`src/rtl/float_pkg.sv`:
```
// Shared definitions for the floating-point adder datapath: default widths,
// normalizer state encoding and the saturated exponent value.
package float_pkg;

  localparam int unsigned N_DEF   = 24;
  localparam int unsigned EXP_DEF = 8;

  localparam int unsigned EXP_MAX = (1 << EXP_DEF) - 1;

  typedef enum logic [1:0] {
    IDLE,
    CHECK,
    SHIFT,
    DONE
  } norm_state_t;

  function automatic int unsigned exp_max(input int unsigned width);
    return (1 << width) - 1;
  endfunction

endpackage

```
`src/rtl/float_normalize.sv`:
```
// Iterative post-add normalizer: one right shift on carry-out or one left shift
// per cycle until the hidden bit is set, then holds the result for the rounder.
module float_normalize
  import float_pkg::*;
#(
  parameter int unsigned N   = N_DEF,
  parameter int unsigned EXP = EXP_DEF
) (
  input  logic           Clock,
  input  logic           Reset,
  input  logic           start,
  input  logic [N+1:0]   sumMant,
  input  logic [EXP-1:0] sumExp,
  input  logic           sumSign,
  input  logic           stickyIn,
  input  logic           expNoDifIn,
  input  logic           mantNoDifIn,
  input  logic           ResultValid,
  output logic [N-1:0]   normMant,
  output logic [EXP-1:0] normExp,
  output logic           R,
  output logic           S,
  output logic           signOut,
  output logic           expNoDif,
  output logic           mantNoDif,
  output logic           validInput,
  output logic           busy,
  output logic           overflow,
  output logic           underflow
);

  localparam int unsigned   EW     = EXP + 1;
  localparam logic [EW-1:0] ExpSat = EW'(exp_max(EXP));
  localparam logic [EW-1:0] EOne   = EW'(1);

  norm_state_t r_state, w_state_nxt;

  // Working copies captured on start
  logic [N:0]     r_w, w_w_nxt;
  logic           r_carry, w_carry_nxt;
  logic [EW-1:0]  r_e, w_e_nxt;
  logic           r_sign, w_sign_nxt;
  logic           r_sticky, w_sticky_nxt;
  logic           r_exp_nd, w_exp_nd_nxt;
  logic           r_mant_nd, w_mant_nd_nxt;

  // Output registers, written only on entry to DONE or on clear
  logic [N-1:0]   r_mant, w_mant_nxt;
  logic [EXP-1:0] r_exp, w_exp_nxt;
  logic           r_r, w_r_nxt;
  logic           r_s, w_s_nxt;
  logic           r_sign_out, w_sign_out_nxt;
  logic           r_exp_nd_out, w_exp_nd_out_nxt;
  logic           r_mant_nd_out, w_mant_nd_out_nxt;
  logic           r_valid, w_valid_nxt;
  logic           r_ovf, w_ovf_nxt;
  logic           r_unf, w_unf_nxt;

  logic           w_go_done;
  logic [N:0]     w_w_shl;
  logic [EW-1:0]  w_e_inc;
  logic [EW-1:0]  w_e_dec;

  assign w_w_shl = {r_w[N-1:0], 1'b0};
  assign w_e_inc = r_e + EOne;
  assign w_e_dec = r_e - EOne;

  always_comb begin
    w_state_nxt       = r_state;
    w_w_nxt           = r_w;
    w_carry_nxt       = r_carry;
    w_e_nxt           = r_e;
    w_sign_nxt        = r_sign;
    w_sticky_nxt      = r_sticky;
    w_exp_nd_nxt      = r_exp_nd;
    w_mant_nd_nxt     = r_mant_nd;
    w_mant_nxt        = r_mant;
    w_exp_nxt         = r_exp;
    w_r_nxt           = r_r;
    w_s_nxt           = r_s;
    w_sign_out_nxt    = r_sign_out;
    w_exp_nd_out_nxt  = r_exp_nd_out;
    w_mant_nd_out_nxt = r_mant_nd_out;
    w_valid_nxt       = r_valid;
    w_ovf_nxt         = r_ovf;
    w_unf_nxt         = r_unf;
    w_go_done         = 1'b0;

    unique case (r_state)
      IDLE: begin
        if (start) begin
          w_w_nxt       = sumMant[N:0];
          w_carry_nxt   = sumMant[N+1];
          w_e_nxt       = {1'b0, sumExp};
          w_sign_nxt    = sumSign;
          w_sticky_nxt  = stickyIn;
          w_exp_nd_nxt  = expNoDifIn;
          w_mant_nd_nxt = mantNoDifIn;
          w_state_nxt   = CHECK;
        end
      end

      CHECK: begin
        if (!r_carry && (r_w == '0)) begin
          w_mant_nxt = '0;
          w_exp_nxt  = '0;
          w_r_nxt    = 1'b0;
          w_s_nxt    = 1'b0;
          w_go_done  = 1'b1;
        end else if (r_carry) begin
          w_go_done = 1'b1;
          if (w_e_inc >= ExpSat) begin
            // Saturate to infinity; no rounding bits survive
            w_mant_nxt = '0;
            w_exp_nxt  = '1;
            w_r_nxt    = 1'b0;
            w_s_nxt    = 1'b0;
            w_ovf_nxt  = 1'b1;
          end else begin
            w_mant_nxt = {r_carry, r_w[N:2]};
            w_exp_nxt  = w_e_inc[EXP-1:0];
            w_r_nxt    = r_w[1];
            w_s_nxt    = r_w[0] | r_sticky;
          end
        end else if (r_w[N]) begin
          w_mant_nxt = r_w[N:1];
          w_exp_nxt  = r_e[EXP-1:0];
          w_r_nxt    = r_w[0];
          w_s_nxt    = r_sticky;
          w_go_done  = 1'b1;
        end else if (r_e <= EOne) begin
          w_mant_nxt = r_w[N:1];
          w_exp_nxt  = '0;
          w_r_nxt    = r_w[0];
          w_s_nxt    = r_sticky;
          w_unf_nxt  = 1'b1;
          w_go_done  = 1'b1;
        end else begin
          w_state_nxt = SHIFT;
        end
      end

      SHIFT: begin
        w_w_nxt = w_w_shl;
        w_e_nxt = w_e_dec;
        if (w_w_shl[N]) begin
          w_mant_nxt = w_w_shl[N:1];
          w_exp_nxt  = w_e_dec[EXP-1:0];
          w_r_nxt    = w_w_shl[0];
          w_s_nxt    = r_sticky;
          w_go_done  = 1'b1;
        end else if (w_e_dec == EOne) begin
          w_mant_nxt = w_w_shl[N:1];
          w_exp_nxt  = '0;
          w_r_nxt    = w_w_shl[0];
          w_s_nxt    = r_sticky;
          w_unf_nxt  = 1'b1;
          w_go_done  = 1'b1;
        end
      end

      DONE: begin
        if (ResultValid) begin
          w_mant_nxt        = '0;
          w_exp_nxt         = '0;
          w_r_nxt           = 1'b0;
          w_s_nxt           = 1'b0;
          w_sign_out_nxt    = 1'b0;
          w_exp_nd_out_nxt  = 1'b0;
          w_mant_nd_out_nxt = 1'b0;
          w_valid_nxt       = 1'b0;
          w_ovf_nxt         = 1'b0;
          w_unf_nxt         = 1'b0;
          w_state_nxt       = IDLE;
        end
      end

      default: w_state_nxt = IDLE;
    endcase

    if (w_go_done) begin
      w_sign_out_nxt    = r_sign;
      w_exp_nd_out_nxt  = r_exp_nd;
      w_mant_nd_out_nxt = r_mant_nd;
      w_valid_nxt       = 1'b1;
      w_state_nxt       = DONE;
    end
  end

  always_ff @(posedge Clock) begin
    if (Reset) begin
      r_state       <= IDLE;
      r_w           <= '0;
      r_carry       <= 1'b0;
      r_e           <= '0;
      r_sign        <= 1'b0;
      r_sticky      <= 1'b0;
      r_exp_nd      <= 1'b0;
      r_mant_nd     <= 1'b0;
      r_mant        <= '0;
      r_exp         <= '0;
      r_r           <= 1'b0;
      r_s           <= 1'b0;
      r_sign_out    <= 1'b0;
      r_exp_nd_out  <= 1'b0;
      r_mant_nd_out <= 1'b0;
      r_valid       <= 1'b0;
      r_ovf         <= 1'b0;
      r_unf         <= 1'b0;
    end else begin
      r_state       <= w_state_nxt;
      r_w           <= w_w_nxt;
      r_carry       <= w_carry_nxt;
      r_e           <= w_e_nxt;
      r_sign        <= w_sign_nxt;
      r_sticky      <= w_sticky_nxt;
      r_exp_nd      <= w_exp_nd_nxt;
      r_mant_nd     <= w_mant_nd_nxt;
      r_mant        <= w_mant_nxt;
      r_exp         <= w_exp_nxt;
      r_r           <= w_r_nxt;
      r_s           <= w_s_nxt;
      r_sign_out    <= w_sign_out_nxt;
      r_exp_nd_out  <= w_exp_nd_out_nxt;
      r_mant_nd_out <= w_mant_nd_out_nxt;
      r_valid       <= w_valid_nxt;
      r_ovf         <= w_ovf_nxt;
      r_unf         <= w_unf_nxt;
    end
  end

  assign normMant   = r_mant;
  assign normExp    = r_exp;
  assign R          = r_r;
  assign S          = r_s;
  assign signOut    = r_sign_out;
  assign expNoDif   = r_exp_nd_out;
  assign mantNoDif  = r_mant_nd_out;
  assign validInput = r_valid;
  assign overflow   = r_ovf;
  assign underflow  = r_unf;
  assign busy       = (r_state != IDLE);

endmodule

```
`config.mk`:
```
export PLATFORM = sky130hd
export DESIGN_NAME = float_normalize
export DESIGN_NICKNAME = d
export VERILOG_FILES = /design/src/rtl/float_pkg.sv /design/src/rtl/float_normalize.sv
export SDC_FILE = /design/constraint.sdc
export NUM_CORES = 1
export LEC_CHECK = 0
export BUFFER_PORTS_ARGS = -buffer_cell sky130_fd_sc_hd__buf_2
export CORE_MARGIN = 4
export CORE_UTILIZATION = 50
export DETAILED_ROUTE_END_ITERATION = 10
export GPL_ROUTABILITY_DRIVEN = 0
export PLACE_DENSITY = 0.73
export SLEW_MARGIN = 10
export SYNTH_ARGS = -nofsm -noshare
export SYNTH_HDL_FRONTEND = slang
export SYNTH_SLANG_ARGS = --single-unit
```
`constraint.sdc`:
```
create_clock -name Clock -period 4.46 [get_ports Clock]
set_input_delay 0.669 -clock Clock [delete_from_list [all_inputs] [get_ports Clock]]
set_output_delay 0.669 -clock Clock [all_outputs]
set_load 0.01 [all_outputs]
```
Word level (Yosys, flattened, before mapping)
Cells that the tools add are included.

Register bits: 81. Output and inout port bits: 41. Input bits: 42.

Reductions and logical operators: 18. Equality and inequality tests: 22. Order comparisons: 2. Add/subtract/negate cells: 2. Mux-type cells: 70. Bitwise operators: 1.

Operator list (count): 24-bit two-way mux (8); 24-bit case mux with 3 select lines (1); 8-bit two-way mux (8); 25-bit case mux with 2 select lines (1); 1-bit two-way mux (35); 25-bit logical NOT (1); 25-bit two-way mux (1); 8-bit case mux with 3 select lines (1); 3-bit inequality test (second input constant) (7); 2-bit inequality test (second input constant) (10); 9-bit case mux with 2 select lines (1); 2-bit two-way mux (7); 2-bit nonzero test (5); 9-bit by 1-bit adder with 9-bit output (second input constant) (1); 9-bit by 1-bit == test with 1-bit output (second input constant) (1); 9-bit by 8-bit >= comparator with 1-bit output (second input constant) (1); 9-bit by 1-bit <= comparator with 1-bit output (second input constant) (1); 9-bit two-way mux (1); 1-bit case mux with 3 select lines (3); 9-bit by 1-bit subtractor with 9-bit output (second input constant) (1); 8-bit AND reduction (1); 7-bit AND reduction (1); 2-bit case mux with 3 select lines (1); 2-bit AND reduction (3); 12 further kinds (14).

Depth between registers and ports, before layout
Depth after elaboration: 8. Mapped depth: 11.

Least setup slack after synthesis
No wires, ideal clock.

Path kind: register -> register. Start: reg r_e[0]. End: reg r_exp[3] (netlist: normExp[3]). Data arrival time: 2.342 ns. Setup slack: 1.999 ns. Stages on the path, launching flop included: 12. Library setup time: 0.119 ns. Cells stage by stage: dfxtp_1 buf_2 inv_1 ha_1 nor2b_1 a2111o_1 o211ai_1 and4_1 buf_6 buf_12 o21ai_1 o221a_1.

Cells in the longest elaborated chain, start to end: 6. Elaborated cells between the ends (all ways): 13. Those cells by class: 2 x add/sub; 2 x order compare; 3 x eq/ne; 5 x mux; 1 x reduce/logical.

Ends and longest elaborated chain: start, declared (RTL line float_normalize.sv:41) `logic [EW-1:0] r_e, w_e_nxt;`; start signal, assigned (RTL line float_normalize.sv:214) `r_e <= w_e_nxt;`; 9-bit by 1-bit adder with 9-bit output (RTL line float_normalize.sv:65) `assign w_e_inc = r_e + EOne;`; 9-bit by 8-bit >= comparator with 1-bit output (RTL line float_normalize.sv:112) `if (w_e_inc >= ExpSat) begin`; 8-bit two-way mux (RTL line float_normalize.sv:112); 8-bit two-way mux (RTL line float_normalize.sv:110) `end else if (r_carry) begin`; 8-bit two-way mux (RTL line float_normalize.sv:104) `if (!r_carry && (r_w == '0)) begin`; 8-bit case mux with 3 select lines (RTL line float_normalize.sv:89) `unique case (r_state)`; end signal, assigned (RTL line float_normalize.sv:220) `r_exp <= w_exp_nxt;`; end, declared (RTL line float_normalize.sv:49) `logic [EXP-1:0] r_exp, w_exp_nxt;`.

Parallel ways exist; a longest one is shown, timed or not. A chain may end at the register's enable or synchronous reset.

Final worst setup path
Start: reg r_state[0]. End: reg r_mant[1] (netlist: normMant[1]).

Cells in the longest elaborated chain, start to end: 3. Elaborated cells between the ends (all ways): 9. Those cells by class: 6 x eq/ne; 1 x mux; 2 x reduce/logical.

Ends and longest elaborated chain: start, declared (RTL line float_normalize.sv:36) `norm_state_t r_state, w_state_nxt;`; start signal, assigned (RTL line float_normalize.sv:211) `r_state <= w_state_nxt;`; 2-bit by 1-bit == test with 1-bit output or 2-bit == test (tied branches) (RTL line float_normalize.sv:89); 5-bit inequality test (no line) (tied with other cells); 4-bit AND reduction (no line); end signal, assigned (RTL line float_normalize.sv:219) `r_mant <= w_mant_nxt;`; end, declared (RTL line float_normalize.sv:48) `logic [N-1:0] r_mant, w_mant_nxt;`.

Parallel ways exist; a longest one is shown, timed or not.

==> results by group <==
Final layout
  – Commonest non-fill, non-tap cells in the layout: buf_2 (82), dfxtp_1 (81), a21oi_1 (73)
  – N_diodes: 0
  – Post-route cell area: about 0.0052 mm2
  – Final Core Density: a little under three fifths
  – Commonest non-fill, non-tap cell in the layout: buf_2
  – Final nets: about 660
  – Syn-to-layout area delta: 11.4%
  – Fin cells: 722
  – Layout cell share with drive strength beyond 1: 20.0%

Timing
  – Worst Tran Pin Value: 1190 ps
  – Final Slew Violations: 0
  – RSZ-0062 raised after global routing: no
  – Clock skew: 16.2 ps
  – Slew headroom: 20.6%
  – Fmax: 0.302 GHz
  – Final setup fails: 0
  – Fin crit share: 74.1%
  – Post-route minimum period: 3310 ps
  – Setup TNS: 0 ps
  – Fin worst setup slack: 1150 ps
  – Final hold violations: 0

Synth
  – Yosys cell types: 71
  – Syn Inst Count: 558
  – Ranking of synthesized cells by area: dfxtp_1 (35%), a21oi_1 (7.8%), mux2i_1 (6.4%)
  – Sequential fraction of the synthesis area: 34.7%
  – Synthesized area: 0.00468 mm2
  – Synth top area share: 34.7%
  – Synth Flop Type: dfxtp_1
  – Yosys warning count: 0
  – Synth area leader: dfxtp_1
  – Register bit total from synthesis: about 80
  – Post-Synthesis Net Count: ~610
  – Syn Area/Cell: 8.38 um2
  – EDFF count, synth: 0
  – Asr flop ratio synth: 0%

Routing
  – Antenna Nets Post-Route: 0
  – Initial DRT Pass Iterations: 5
  – Drc violations: 0
  – Initial DRC count: 247
  – Drt total wl: around 13000 um
  – Wire length per cell: 17.5 um
  – Routed vias: 4528
  – Routed vias/inst: 6.27

Setup path
  – Ordered list of cells on the worst path: inv_1 > ha_1 > clkinv_1 > a21oi_1 > and4_2 > buf_4 > mux2i_1 > a21oi_1
  – Most used cell, CP: a21oi_1
  – Critical path class: reg -> reg
  – Worst Setup End Kind: register
  – Slowest CP cell: clkinv_1
  – Crit path max fanout: 21
  – CP Launch Type: register
  – CP peak stage delay: 650 ps
  – R2r worst-path depth: 8
  – WP data required: 4680 ps
  – CP arrival: 3530 ps

Clock tree
  – Clock-pin slew on the worst setup and hold paths: 100 ps
  – Max clock buf depth: 2
  – Clock latency on the worst-skew pair: 360 ps
  – Hold_buf cts: 0
  – CTS Root Cell: clkbuf_8
  – H-tree levels: 3
  – Total CTS buffers: 9
  – Post-CTS resize count: 0
  – CTS tree: yes
  – CTS Sinks: 81
  – Post-CTS Setup Bufs: 0

Worst hold path
  – Worst hold-check path type: reg -> reg
  – Hold depth: 2

Floorplanning
  – Die W: 105 um
  – Row Count: 35
  – Die area: 0.0110 mm2
  – Die Span Y: about 100 um
  – Core Area: just over 0.009 mm2
  – Initial core utilization: 51.1%
  – # IOs: 83

Global routing
  – First-pass GRT wire length: 20900 um
  – Largest net degree at the start of global routing: 71
  – Antenna violations before repair: 0
  – Vias in the first global route: 4159
  – Tot GR Track Use: 22.6%
  – Grt ovf: 0

Status
  – Status: complete, no violations

Pwr
  – P_leak: 2.06 nW
  – Peak VDD IR: 0.000276 V
  – Power Density: ~600 mW/mm2

Placed design
  – DP HPWL: 8670 um
  – Post-Place Worst Slack: 1190 ps
  – IO buf count: 82
  – DP Area: 0.00503 mm2
  – Post-Place Cells: slightly above 700

Flow run
  – Max-cap violations: 0
==> logic make-up after synthesis <==
logic type	after synthesis	share of synthesized area, %
flops	81	34.7
buf+inv	66	6.88
mux	31	6.66
fa+ha+maj	9	2.41
xor+xnor	8	1.50
compound gates	195	28.3
simple gates	168	19.6
==> power by group <==
part           switching (mW)  internal (mW)
clock network           0.302          0.212
registers               0.229          0.889
logic                   0.891          0.600
total                    1.42           1.70
==> cells in the mapped netlist (3+ instances only) <==
cell / n
a211oi_1: 25
xnor2_1: 6
ha_1: 9
mux2i_1: 30
nor2_1: 50
a311oi_1: 3
nor2b_1: 6
o21ai_0: 19
nand3b_1: 5
a21o_1: 6
o21ai_1: 5
inv_1: 11
a32oi_1: 23
clkbuf_1: 38
a31oi_1: 5
nor4b_1: 3
nand3_1: 12
and2_1: 25
o2111ai_1: 3
nand4_1: 7
dfxtp_1: 81
buf_2: 9
nand2_1: 24
nor4_1: 8
a211o_1: 5
nor3_1: 9
a21oi_1: 73
==> metal layers <==
layer	vias up	GRT usage, %	part of all wire, %
met5	-	0	0
met4	0	6.09	1.1
met3	15	4.08	6.6
met2	180	34.8	46
met1	2153	32.5	46
li1	2180	-	-
==> stage by stage <==
step / total power, mW / hold WS, ps
6_report: 3.12 / 456
5_1_grt: 3.33 / 477
4_1_cts: 3.12 / 457
3_5_place_dp: 2.61 / 445
3_3_place_gp: 2.58 / 440
2_1_floorplan: 2.31 / 435
==> sequential cells by signal (all words and copies together), names as in the netlist, 2 cells and up <==
signal,cells
r_w,25
normMant,24
r_e,9
normExp,8
r_state,2
==> cell type report <==
cell class | instances | area (um2)
Clock buffer | 9 | 124
Multi-Input combinational cell | 411 | 2750
Clock inverter | 7 | 58.8
Timing Repair Buffer | 91 | 478
Inverter | 12 | 45.0
Sequential cell | 81 | 1620
Tap cell | 111 | 139
Fill cell | 847 | 3940
==> worst paths after layout <==
path                      startpoint                       end  slack [ps]
min           r_mant_nd$_SDFFE_PP0P_    mantNoDif$_SDFFE_PP0P_         460
max          r_state[0]$_SDFFE_PP0P_  normMant[1]$_SDFFE_PP0P_        1150
max reg2reg  r_state[0]$_SDFFE_PP0P_  normMant[1]$_SDFFE_PP0P_        1150
min reg2reg   r_mant_nd$_SDFFE_PP0P_    mantNoDif$_SDFFE_PP0P_         460
==> critical path, delay by kind of cell (launching register included) <==
family | cells | cell delay (ps)
simple gates | 1 | 470
buf+inv | 3 | 1100
fa+ha+maj | 1 | 600
compound gates | 2 | 410
mux | 1 | 240
flops | 1 | 340
Power figures use the tool's default switching activity.
